$ cat src/rtl/sram_rd_pipe.sv
`default_nettype none
// ============================================================================
//  Module      : sram_rd_pipe
//  Description : Read-data delay line of LATENCY stages carrying {valid, data}.
//  Revision    : 1.0 - initial release
// ============================================================================
module sram_rd_pipe #(
    parameter int WIDTH   = 32,
    parameter int LATENCY = 1
) (
    input  logic             clk,
    input  logic             rst,
    input  logic             i_vld,
    input  logic [WIDTH-1:0] i_data,
    output logic             o_vld,
    output logic [WIDTH-1:0] o_data
);

    logic             r_vld  [LATENCY];
    logic [WIDTH-1:0] r_data [LATENCY];

    for (genvar k = 0; k < LATENCY; k++) begin : g_stage
        logic             w_vld_prev;
        logic [WIDTH-1:0] w_data_prev;

        if (k == 0) begin : g_head
            assign w_vld_prev  = i_vld;
            assign w_data_prev = i_data;
        end else begin : g_tail
            assign w_vld_prev  = r_vld[k-1];
            assign w_data_prev = r_data[k-1];
        end

        // Data only advances with a valid token so the last stage holds the
        // most recent read result between reads.
        always_ff @(posedge clk) begin
            if (rst) begin
                r_vld[k]  <= 1'b0;
                r_data[k] <= '0;
            end else begin
                r_vld[k] <= w_vld_prev;
                if (w_vld_prev) begin
                    r_data[k] <= w_data_prev;
                end
            end
        end
    end

    assign o_vld  = r_vld[LATENCY-1];
    assign o_data = r_data[LATENCY-1];

endmodule
`default_nettype wire

$ cat config.mk
export PLATFORM = sky130hd
export DESIGN_NAME = sram_rd_pipe
export DESIGN_NICKNAME = d
export VERILOG_FILES = /design/src/rtl/sram_rd_pipe.sv
export SDC_FILE = /design/constraint.sdc
export NUM_CORES = 1
export LEC_CHECK = 0
export ABC_AREA = 1
export CORE_ASPECT_RATIO = 0.75
export CORE_MARGIN = 1
export CORE_UTILIZATION = 39
export CTS_BUF_LIST = sky130_fd_sc_hd__clkbuf_16
export CTS_CLUSTER_SIZE = 12
export DETAILED_ROUTE_END_ITERATION = 10
export PLACE_DENSITY = 0.78
export SLEW_MARGIN = 20
export SYNTH_ARGS = -nofsm -noshare
export SYNTH_HDL_FRONTEND = slang
export SYNTH_SLANG_ARGS = --single-unit
$ cat constraint.sdc
create_clock -name clk -period 1.3 [get_ports clk]
set_input_delay 0.13 -clock clk [delete_from_list [all_inputs] [get_ports clk]]
set_output_delay 0.13 -clock clk [all_outputs]
set_load 0.01 [all_outputs]
==> results.py <==
metrics = {
    "logic_synthesis": {
        "synth_top_family_by_area": "simple AND/OR/NAND/NOR gates",
        "yosys.area_share.adder_pct": 0,
        "synth_top_cell_area_share_pct": 71.05,
        "synth.net_count": 139,
        "synth_area_leaders": "edfxtp_1 (71%), nor2_2 (13%), inv_1 (9.4%)",
        "synthMuxAreaShare_pct": 0,
        "yosys.area_share.simple_pct": 15.54,
        "yosys_register_bits": 33,
        "synth_xor_area_share_pct": 0,
        "synth_area_per_cell_sq_um": 13.01,
        "synth_compound_area_share_pct": 0,
        "syn_area_sq_um": 1353,
        "netlist_instances": 104,
        "synthDistinctLibCells": 8,
        "synth_area_leader_cell": "edfxtp_1",
        "yosysSeqAreaShare_pct": 72.53,
        "yosysWarnings": 0,
    },
    "final_layout": {
        "area_growth_pct": 66.14,
        "layout.cells.most_common": "clkdlybuf4s50_1",
        "layout_common_cells": "clkdlybuf4s50_1 (64), inv_1 (37), edfxtp_1 (32)",
        "layout-drive-gt1-share_pct": 22.22,
        "fin_cells": 220,
        "nets": 214,
        "antenna_cells": 0,
    },
    "clocking": {
        "cts_max_level": 2,
        "cts.hold.buffers_added": 0,
        "cts_buffer_depth": 2,
        "cts_tree": "yes",
        "numCtsBuffers": 5,
        "cts_root_buf": "clkbuf_16",
        "path_clk_slew_ps": 50,
        "clock_sinks": 33,
    },
    "power_and_ir_drop": {
        "pwr-share-clk_pct": 38.3,
        "power_density_nw_per_um2": 1233,
        "power.share.switching_pct": 20.32,
        "p_leak_nw": 1.005,
        "p_seq_share_pct": 46.3,
        "p_sw_w": 0.0005631,
        "combPwrFrac_pct": 15.4,
        "intPower_w": 0.002208,
        "ir_drop_v": 0.0009604,
    },
    "status": {
        "status": "finished, final reports clean",
    },
    "floorplanning": {
        "fp.dieArea_sq_um": 3710,
        "dieWidth_microns": 70,
        "core-area_sq_um": 3311,
        "pin_count": 68,
        "initial_core_util_pct": 40.85,
        "die_h_microns": 53,
        "rows": 18,
    },
    "sta": {
        "rsz0062_at_grt": "no",
        "max_freq_mhz": 785.1,
        "worst_pin_slew_ps": 180.7,
        "fin_crit_sh_pct": 97.98,
        "setup_viol": 0,
        "finalHoldViolations": 0,
        "fin_setup_tns_ps": 0,
        "holdWs_ps": 498.2,
        "slew_viol_final": 0,
        "finalCriticalPeriod_ps": 1274,
        "slew_headroom_pct": 87.94,
        "setup_ws_ps": 26.24,
    },
    "routing": {
        "vias": 912,
        "viasPerCell": 4.145,
        "dr.pass1.iters": 4,
        "drt_iter0_markers": 98,
        "wl_per_cell_microns": 11.31,
        "wl_mm": 2.488,
        "drcViolationCount": 0,
        "ant_nets": 0,
    },
    "critical_path": {
        "path_cells": "clkdlybuf4s50_1",
        "arrival_ps": 1140,
        "critical-path-top-delay-family": "buffers and inverters",
        "startpoint": "r_data[0][7]",
        "max_stage_delay_ps": 550,
        "crit_buf_inv": 1,
        "crit_path_end_kind": "output port",
        "critical_path_class": "reg -> out",
        "crit_path_max_fanout": 1,
        "slowest_stage": "clkdlybuf4s50_1",
        "cp-endpoint": "o_data[7]",
        "crit_required_ps": 1170,
        "cp_num_cells": 1,
        "crit_path_start_kind": "flip-flop",
    },
    "grt": {
        "gr-total-overflow": 0,
        "antenna_found_initial": 0,
        "grt_pass1_wl_mm": 3.891,
        "grt_pass1_vias": 877,
        "grt_usage_pct": 14.91,
        "grt_max_degree": 33,
    },
    "worst_hold_path": {
        "hold_class": "in -> reg",
    },
    "place": {
        "io_buffers": 67,
        "numPlacedInstances": 212,
        "routabilityCongestion": 0.6731,
        "dp_hpwl_mm": 1.795,
        "dp_slack_ps": -13.51,
    },
    "flow_run": {
        "max_cap_viol_count": 0,
    },
}
-- power by group through the flow --
| stage | clock [W] | sequential [W] | combinational (W) |
|---|---|---|---|
| finish | 0.00106 | 0.00128 | 0.000428 |
| global route | 0.00112 | 0.00129 | 0.000456 |
| CTS | 0.00108 | 0.00129 | 0.000435 |
| detailed placement | 0 | 0.00130 | 0.000434 |
| global placement | 0 | 0.00130 | 0.000425 |
| floorplan | 0 | 0.00135 | 0.0000923 |
-- state kept, by name, summed over array words and instances, names as in the netlist --
name,flops
r_data,32
r_vld,1
-- cells in the mapped netlist --
library cell,n
nor2_2,29
nand2_4,1
or2_2,1
edfxtp_1,32
nor2_1,3
inv_1,34
dfxtp_1,1
buf_6,3
-- timing repair --
item	4_1_cts	5_1_grt
endpoints found under the setup margin	1	2
buffers inserted	0	0
gates resized for setup	1	2
-- cells by family after synthesis --
logic type             after synthesis
AND/OR/NAND/NOR                     34
flip-flops                          33
buffers and inverters               37
-- per-layer routing --
metal	global-route usage, %	up-vias	wire length [microns]
met5	0	-	0
met4	12.00	0	73
met3	4.571	6	162
met2	26.44	40	1252
met1	14.95	407	1000
li1	-	459	-
-- per-stage QoR --
stage                     power, W  utilization (%)  cell area, sq um
after floorplan           0.001442                -              1353
after CTS                 0.002802            67.72              2242
final                     0.002771            67.88              2247
after global placement    0.001727            63.64              2107
after detailed placement  0.001738            63.64              2107
after global routing      0.002864            67.88              2247
-- worst min path at each step --
stage / start / end / slack [ps] / depth (start not counted)
2_1_floorplan: i_data[29] / r_data[0][29] / 340 / 2
3_3_place_gp: i_data[30] / r_data[0][30] / 780 / 3
3_5_place_dp: i_data[29] / r_data[0][29] / 780 / 3
4_1_cts: i_data[29] / r_data[0][29] / 490 / 3
5_1_grt: i_data[10] / r_data[0][10] / 520 / 3
6_report: i_data[29] / r_data[0][29] / 500 / 3
-- cell type report --
cell class                 instances  area (sq um)
fill                             253          1064
sequential                        33         980.9
timing repair buffer              71         742.0
multi-input combinational         34         210.2
inverter                          34         127.6
clock buffer                       5         125.1
tap                               40         50.05
clock inverter                     3         11.26
Power figures use the tool's default switching activity.
